==> src/rtl/fetch_pkg.sv <==
// Shared types and default widths for the instruction fetch slice.
package fetch_pkg;

   localparam int ADDR_W_DEF = 32;
   localparam int DATA_W_DEF = 32;

   typedef enum logic [1:0] {
      IDLE  = 2'd0,
      FETCH = 2'd1,
      DRAIN = 2'd2
   } fetch_state_t;

   typedef struct packed {
      logic [ADDR_W_DEF-1:0] pc;
      logic [DATA_W_DEF-1:0] instr;
   } fetch_entry_t;

endpackage

==> src/rtl/instruction_fetch_if.sv <==
// Arbiter-side memory port plus decoder-side instruction stream of the fetch unit.
interface instruction_fetch_if #(
   parameter int ADDR_W = 32,
   parameter int DATA_W = 32
);
   logic              mem_en;
   logic              mem_burst_en;
   logic              mem_we;
   logic [ADDR_W-1:0] mem_addr;
   logic [DATA_W-1:0] mem_di;
   logic              mem_ack;
   logic [DATA_W-1:0] mem_do;
   logic              redirect_valid;
   logic [ADDR_W-1:0] redirect_pc;
   logic              instr_valid;
   logic              instr_ready;
   logic [DATA_W-1:0] instr;
   logic [ADDR_W-1:0] instr_pc;

   modport master (
      output mem_en, mem_burst_en, mem_we, mem_addr, mem_di,
      input  mem_ack, mem_do,
      input  redirect_valid, redirect_pc,
      output instr_valid, instr, instr_pc,
      input  instr_ready
   );

   modport slave (
      input  mem_en, mem_burst_en, mem_we, mem_addr, mem_di,
      output mem_ack, mem_do,
      output redirect_valid, redirect_pc,
      input  instr_valid, instr, instr_pc,
      output instr_ready
   );
endinterface

==> src/rtl/fetch_fifo.sv <==
// Prefetch FIFO: push/pop/flush with a combinational head; flush beats push and pop.
module fetch_fifo #(
   parameter int WIDTH = 64,
   parameter int DEPTH = 4,
   parameter int CNT_W = $clog2(DEPTH) + 1
) (
   input  logic             clk,
   input  logic             reset,
   input  logic             push,
   input  logic             pop,
   input  logic             flush,
   input  logic [WIDTH-1:0] din,
   output logic [WIDTH-1:0] head,
   output logic [CNT_W-1:0] count
);
   localparam int PTR_W = $clog2(DEPTH);
   localparam logic [CNT_W-1:0] DEPTH_C = CNT_W'(DEPTH);

   logic [WIDTH-1:0] mem [DEPTH];
   logic [PTR_W-1:0] rd_ptr;
   logic [PTR_W-1:0] wr_ptr;
   logic             do_push;
   logic             do_pop;

   assign do_push = push && (count != DEPTH_C);
   assign do_pop  = pop && (count != '0);
   assign head    = mem[rd_ptr];

   // Storage is cleared on reset so the head reads zero until the first push.
   always_ff @(posedge clk) begin
      if (reset) begin
         rd_ptr <= '0;
         wr_ptr <= '0;
         count  <= '0;
         for (int i = 0; i < DEPTH; i++) mem[i] <= '0;
      end else if (flush) begin
         rd_ptr <= '0;
         wr_ptr <= '0;
         count  <= '0;
      end else begin
         if (do_push) begin
            mem[wr_ptr] <= din;
            wr_ptr      <= wr_ptr + 1'b1;
         end
         if (do_pop) rd_ptr <= rd_ptr + 1'b1;
         count <= count + CNT_W'(do_push) - CNT_W'(do_pop);
      end
   end
endmodule

==> src/rtl/instruction_fetch.sv <==
// Instruction fetch master: sequential word reads into a prefetch FIFO, with
// branch redirect flushing the FIFO and discarding the return that is in flight.
module instruction_fetch
   import fetch_pkg::*;
#(
   parameter int              ADDR_W     = ADDR_W_DEF,
   parameter int              DATA_W     = DATA_W_DEF,
   parameter int              FIFO_DEPTH = 4,
   parameter logic [ADDR_W-1:0] RESET_PC = '0
) (
   input logic                 clk,
   input logic                 reset,
   instruction_fetch_if.master bus
);
   localparam int CNT_W = $clog2(FIFO_DEPTH) + 1;
   localparam int ENT_W = ADDR_W + DATA_W;
   localparam logic [CNT_W-1:0] DEPTH_C = CNT_W'(FIFO_DEPTH);
   localparam logic [CNT_W-1:0] TWO     = CNT_W'(2);
   localparam logic [CNT_W-1:0] THREE   = CNT_W'(3);

   fetch_state_t      state;
   fetch_state_t      state_next;
   logic [ADDR_W-1:0] fetch_pc;
   logic [ADDR_W-1:0] req_pc;
   logic [CNT_W-1:0]  count;
   logic [CNT_W-1:0]  count_next;
   logic [CNT_W-1:0]  free;
   logic [CNT_W-1:0]  free_next;
   logic [ENT_W-1:0]  head;
   logic              ack_ok;
   logic              push;
   logic              pop;

   fetch_fifo #(
      .WIDTH (ENT_W),
      .DEPTH (FIFO_DEPTH),
      .CNT_W (CNT_W)
   ) u_fifo (
      .clk   (clk),
      .reset (reset),
      .push  (push),
      .pop   (pop),
      .flush (bus.redirect_valid),
      .din   ({req_pc, bus.mem_do}),
      .head  (head),
      .count (count)
   );

   // Acks in DRAIN or alongside a redirect belong to the abandoned stream.
   // A full-FIFO ack is a protocol violation and is dropped without advancing.
   always_comb begin
      ack_ok     = bus.mem_ack && (state != DRAIN) && !bus.redirect_valid;
      push       = ack_ok && (count != DEPTH_C);
      pop        = (count != '0) && bus.instr_ready && !bus.redirect_valid;
      count_next = count + CNT_W'(push) - CNT_W'(pop);
      free       = DEPTH_C - count;
      free_next  = DEPTH_C - count_next;
   end

   always_ff @(posedge clk) begin
      if (reset) state <= IDLE;
      else       state <= state_next;
   end

   // Requests only start with two free slots so a single late ack always fits.
   always_comb begin
      state_next = state;
      if (bus.redirect_valid) begin
         state_next = DRAIN;
      end else begin
         case (state)
            IDLE:    if (free_next >= TWO) state_next = FETCH;
            FETCH:   if (free_next < TWO)  state_next = IDLE;
            DRAIN:   state_next = IDLE;
            default: state_next = IDLE;
         endcase
      end
   end

   always_comb begin
      bus.mem_en       = 1'b0;
      bus.mem_burst_en = 1'b0;
      bus.mem_addr     = '0;
      if (state == FETCH) begin
         bus.mem_en       = 1'b1;
         bus.mem_burst_en = (free >= THREE);
         bus.mem_addr     = fetch_pc;
      end
   end

   always_ff @(posedge clk) begin
      if (reset) begin
         fetch_pc <= RESET_PC;
         req_pc   <= RESET_PC;
      end else if (bus.redirect_valid) begin
         fetch_pc <= bus.redirect_pc;
         req_pc   <= bus.redirect_pc;
      end else if (push) begin
         fetch_pc <= fetch_pc + 1'b1;
         req_pc   <= req_pc + 1'b1;
      end
   end

   assign bus.mem_we      = 1'b0;
   assign bus.mem_di      = '0;
   assign bus.instr_valid = (count != '0);
   assign bus.instr_pc    = head[ENT_W-1 -: ADDR_W];
   assign bus.instr       = head[DATA_W-1:0];
endmodule
==> src/flat_wrapper.sv <==
// flat-port wrapper written by rule: the top's interface ports become plain ports
module instruction_fetch_flat import fetch_pkg::*;
#(
   parameter int              ADDR_W     = ADDR_W_DEF,
   parameter int              DATA_W     = DATA_W_DEF,
   parameter int              FIFO_DEPTH = 4,
   parameter logic [ADDR_W-1:0] RESET_PC = '0
)
  (clk, reset, bus_mem_en, bus_mem_burst_en, bus_mem_we, bus_mem_addr, bus_mem_di, bus_mem_ack, bus_mem_do, bus_redirect_valid, bus_redirect_pc, bus_instr_valid, bus_instr, bus_instr_pc, bus_instr_ready);
  instruction_fetch_if #(.ADDR_W(ADDR_W), .DATA_W(DATA_W)) bus_i ();
  input logic clk;
  input logic reset;
  output wire logic [$bits(bus_i.mem_en)-1:0] bus_mem_en;
  output wire logic [$bits(bus_i.mem_burst_en)-1:0] bus_mem_burst_en;
  output wire logic [$bits(bus_i.mem_we)-1:0] bus_mem_we;
  output wire logic [$bits(bus_i.mem_addr)-1:0] bus_mem_addr;
  output wire logic [$bits(bus_i.mem_di)-1:0] bus_mem_di;
  input wire logic [$bits(bus_i.mem_ack)-1:0] bus_mem_ack;
  input wire logic [$bits(bus_i.mem_do)-1:0] bus_mem_do;
  input wire logic [$bits(bus_i.redirect_valid)-1:0] bus_redirect_valid;
  input wire logic [$bits(bus_i.redirect_pc)-1:0] bus_redirect_pc;
  output wire logic [$bits(bus_i.instr_valid)-1:0] bus_instr_valid;
  output wire logic [$bits(bus_i.instr)-1:0] bus_instr;
  output wire logic [$bits(bus_i.instr_pc)-1:0] bus_instr_pc;
  input wire logic [$bits(bus_i.instr_ready)-1:0] bus_instr_ready;
  assign bus_mem_en = bus_i.mem_en;
  assign bus_mem_burst_en = bus_i.mem_burst_en;
  assign bus_mem_we = bus_i.mem_we;
  assign bus_mem_addr = bus_i.mem_addr;
  assign bus_mem_di = bus_i.mem_di;
  assign bus_i.mem_ack = bus_mem_ack;
  assign bus_i.mem_do = bus_mem_do;
  assign bus_i.redirect_valid = bus_redirect_valid;
  assign bus_i.redirect_pc = bus_redirect_pc;
  assign bus_instr_valid = bus_i.instr_valid;
  assign bus_instr = bus_i.instr;
  assign bus_instr_pc = bus_i.instr_pc;
  assign bus_i.instr_ready = bus_instr_ready;
  instruction_fetch #(.ADDR_W(ADDR_W), .DATA_W(DATA_W), .FIFO_DEPTH(FIFO_DEPTH), .RESET_PC(RESET_PC)) u_core (.clk(clk), .reset(reset), .bus(bus_i));
endmodule
==> config.mk <==
export PLATFORM = sky130hd
export DESIGN_NAME = instruction_fetch_flat
export DESIGN_NICKNAME = d
export VERILOG_FILES = /design/src/rtl/fetch_pkg.sv /design/src/rtl/instruction_fetch_if.sv /design/src/rtl/fetch_fifo.sv /design/src/rtl/instruction_fetch.sv /design/src/flat_wrapper.sv
export SDC_FILE = /design/constraint.sdc
export NUM_CORES = 1
export LEC_CHECK = 0
export CORE_ASPECT_RATIO = 0.9
export CORE_MARGIN = 2
export CORE_UTILIZATION = 55
export CTS_CLUSTER_SIZE = 8
export DETAILED_ROUTE_END_ITERATION = 7
export GPL_ROUTABILITY_DRIVEN = 0
export PLACE_DENSITY = 0.79
export REMOVE_ABC_BUFFERS = 1
export SLEW_MARGIN = 10
export SYNTH_ARGS = -nofsm -noshare
export SYNTH_HDL_FRONTEND = slang
export SYNTH_HIERARCHICAL = 1
export SYNTH_SLANG_ARGS = --single-unit
==> constraint.sdc <==
create_clock -name clk -period 10.6 [get_ports clk]
set_input_delay 3.18 -clock clk [delete_from_list [all_inputs] [get_ports clk]]
set_output_delay 3.18 -clock clk [all_outputs]
set_load 0.03 [all_outputs]
==> metrics.cfg <==
[power]
clock_power_share_pct=44.4
power.share.sequential_pct=48.5
vdd_drop_max_uv=110.8
p_leak_nw=6.806
comb_power_share_pct=7.1
power.share.switching_pct=22.89
switching_power_mw=0.7053
power.density_nw_per_um2=163.9
total_power_mw=3.081
intPower_mw=2.375

[sta]
finalHoldViolCount=0
finalCritPeriodShare_pct=64.82
fin_crit_ns=6.871
maxSlewHeadroom_pct=24.04
fin_skew_ns=0.01797
rsz0062_at_grt=false
setup-violations-final=0
worst_pin_slew_ns=1.139
fmax_mhz=145.5
timing.setup.tns_ns=0
drv_slew=0

[floorplanning]
die_area_um2=29850
coreArea_um2=28010
num_io_pins=201
die_w_um=181.9
start_util_pct=55.92
rows=58
die_height_um=164.1

[grt]
antenna_found_initial=1
grt_pass1_vias=9963
overflow=0
grt_first_pass_wirelength_um=55840
grt_max_degree=67
grtUsageTotal_pct=24.43

[worst_setup_path]
required_ns=10.76
critPathBufInv=3
criticalPathCategory=in -> reg
cp_slowest_cell=or2_4
startpoint_type=input pin
crit_family=simple AND/OR/NAND/NOR gates
path_cells=clkdlybuf4s50_1 > nand2b_1 > nor2_1 > nand2_1 > inv_1 > or3b_4 > nor4b_4 > buf_4 > or2_4
slowest_delay_ns=0.94
crit_fanout=66
endpoint_kind=flip-flop
cp.arrival_ns=7.03

[job]
cap_violations=0

[final_layout]
layout_common_cells=and2_1, edfxtp_1, clkdlybuf4s50_1, dfxtp_1, mux4_2
syn2layout_area_growth_pct=20.03
nFillCells=1988
final_cells=1725
drive_gt1_share_pct=11.36
finalNetCount=1406
multi_input_area_um2=5904
layout_commonest_cell=and2_1
seqCellArea_um2=9196

[clock_tree]
cts_tree=built
ctsResizeCount=0
numCtsBuffers=47
clockBufferDepth=3
clkTransAtPathRegs_ns=0.05
holdBufCountCts=0
clockRootBuffer=clkbuf_16
clock_sinks=331
cts_max_level=2
clkLatencyLatePin_ns=0.54
post_cts_buffers=0

[route]
drtPass1Iterations=5
routedWlPerCell_um=20.96
wl_um=36150
dr_total_vias=9768
drtIter0Drc=743
drc_errors=0
drtAntennaViolNets=0
vias_per_cell=5.663

[logic_synthesis]
yosys.area_share.adder_pct=0.9266
yosysSeqAreaShare_pct=58.66
synth_top_family_by_area=simple AND/OR/NAND/NOR gates
synth_compound_area_share_pct=4.274
synth_seq_cells=331
ys_types=54
synthSimpleGateAreaFrac_pct=18.37
syn_area_um2=15660
synthMuxAreaShare_pct=9.266
synth_xor_xnor_area_share_pct=3.690
synth_area_per_cell_um2=13.39
synth-edff-count=256
ys.flop_type=edfxtp_1
syn-instance-count=1170
async_reset_ff_share_pct=0
synth_warnings=6

[placed_design]
place_inst=1637
io_buffer_count=167
hpwlAfterDp_um=20360

[hold_path]
hp-class=reg -> reg

[status]
status=finished, final reports clean

[routing by layer]
metal	GRT usage, %	routed length (um)	vias up
met5	0	0	-
met4	7.735	903	0
met3	4.191	2394	60
met2	41.05	17510	422
met1	32.92	15340	4828
li1	-	-	4458
[power by group through the flow]
stage               Combinational (mW)  Clock, mW  Sequential, mW
floorplan                        0.125          0            1.50
global placement                 0.215          0            1.51
detailed placement               0.217          0            1.52
CTS                              0.219       1.39            1.49
global route                     0.233       1.45            1.50
finish                           0.218       1.37            1.49
[synth_stat cells, types with 10 or more instances]
library cell,count,area share (%)
nand2_1,30,0.72
and3_1,12,0.48
nor3_1,14,0.45
xnor2_1,33,1.8
and2_1,292,12
buf_2,15,0.48
nand3_1,21,0.67
edfxtp_1,256,49
a21oi_1,33,1.1
a21boi_1,15,0.72
dfxtp_1,75,9.6
clkbuf_1,34,0.81
nor2_1,13,0.31
buf_4,48,2.3
mux4_2,64,9.2
a21boi_0,36,1.7
ha_1,10,0.80
xor2_1,33,1.8
nand4_1,23,0.92
inv_1,41,0.98
[worst register-to-register path, stage by stage, from the launching register on]
cell	delay, ns
dfxtp_1	0.50
inv_1	0.15
ha_1	0.24
ha_1	0.20
nand2b_1	0.25
nor2_1	0.63
nand2_1	0.16
inv_1	0.11
or3b_4	0.45
nor4b_4	0.23
buf_4	0.59
or2_4	0.94
[flip-flops by register name, indices dropped and copies added (netlist names), named ones only]
register              count
u_core/state              2
u_core/req_pc            32
u_core/u_fifo/rd_ptr      2
u_core/u_fifo/mem       256
u_core/u_fifo/wr_ptr      2
u_core/fetch_pc          32
u_core/u_fifo/count       3
[worst paths after layout]
path / startpoint / endpoint / slack (ns) / cells after the start
min: u_core/state[1] / u_core/state[0] / 0.51 / 1
max: bus_mem_ack / u_core/u_fifo/mem[1][9] / 3.73 / 9
max reg2reg: u_core/u_fifo/count[1] / u_core/u_fifo/mem[1][9] / 5.71 / 11
min reg2reg: u_core/state[1] / u_core/state[0] / 0.51 / 1
[area by class of cell]
| cell class | instances | share of cell area (%) |
|---|---|---|
| flip-flops and latches | 331 | 48.92 |
| multi-input cells | 729 | 31.41 |
| repair buffers | 176 | 9.251 |
| clock buffers | 84 | 6.995 |
| well taps | 360 | 2.396 |
| inverters | 41 | 0.8186 |
| clock inverters | 3 | 0.2063 |
| diodes | 1 | 0.01331 |
[cells by family (layout without fill, tap and decap cells)]
kind of cell,after synthesis,count (layout)
multiplexers,65,65
adder cells (fa/ha/maj),11,11
flip-flops,331,331
XOR/XNOR,66,66
other,1,34
buffers and inverters,142,304
AO/OA/AOI/OAI,101,101
AND/OR/NAND/NOR,453,453
[metrics by stage]
step | setup slack [ns] | util (%) | cell area, um^2 | hold WS, ns
4_1_cts | 3.687 | 67.11 | 18800 | 0.4997
3_3_place_gp | 3.180 | 62.27 | 17440 | 0.4747
3_5_place_dp | 3.125 | 62.27 | 17440 | 0.4919
2_1_floorplan | 2.700 | - | 15190 | 0.4380
5_1_grt | 3.448 | 67.11 | 18800 | 0.5261
6_report | 3.729 | 67.12 | 18800 | 0.5066
(Power assumes the default switching activity.)
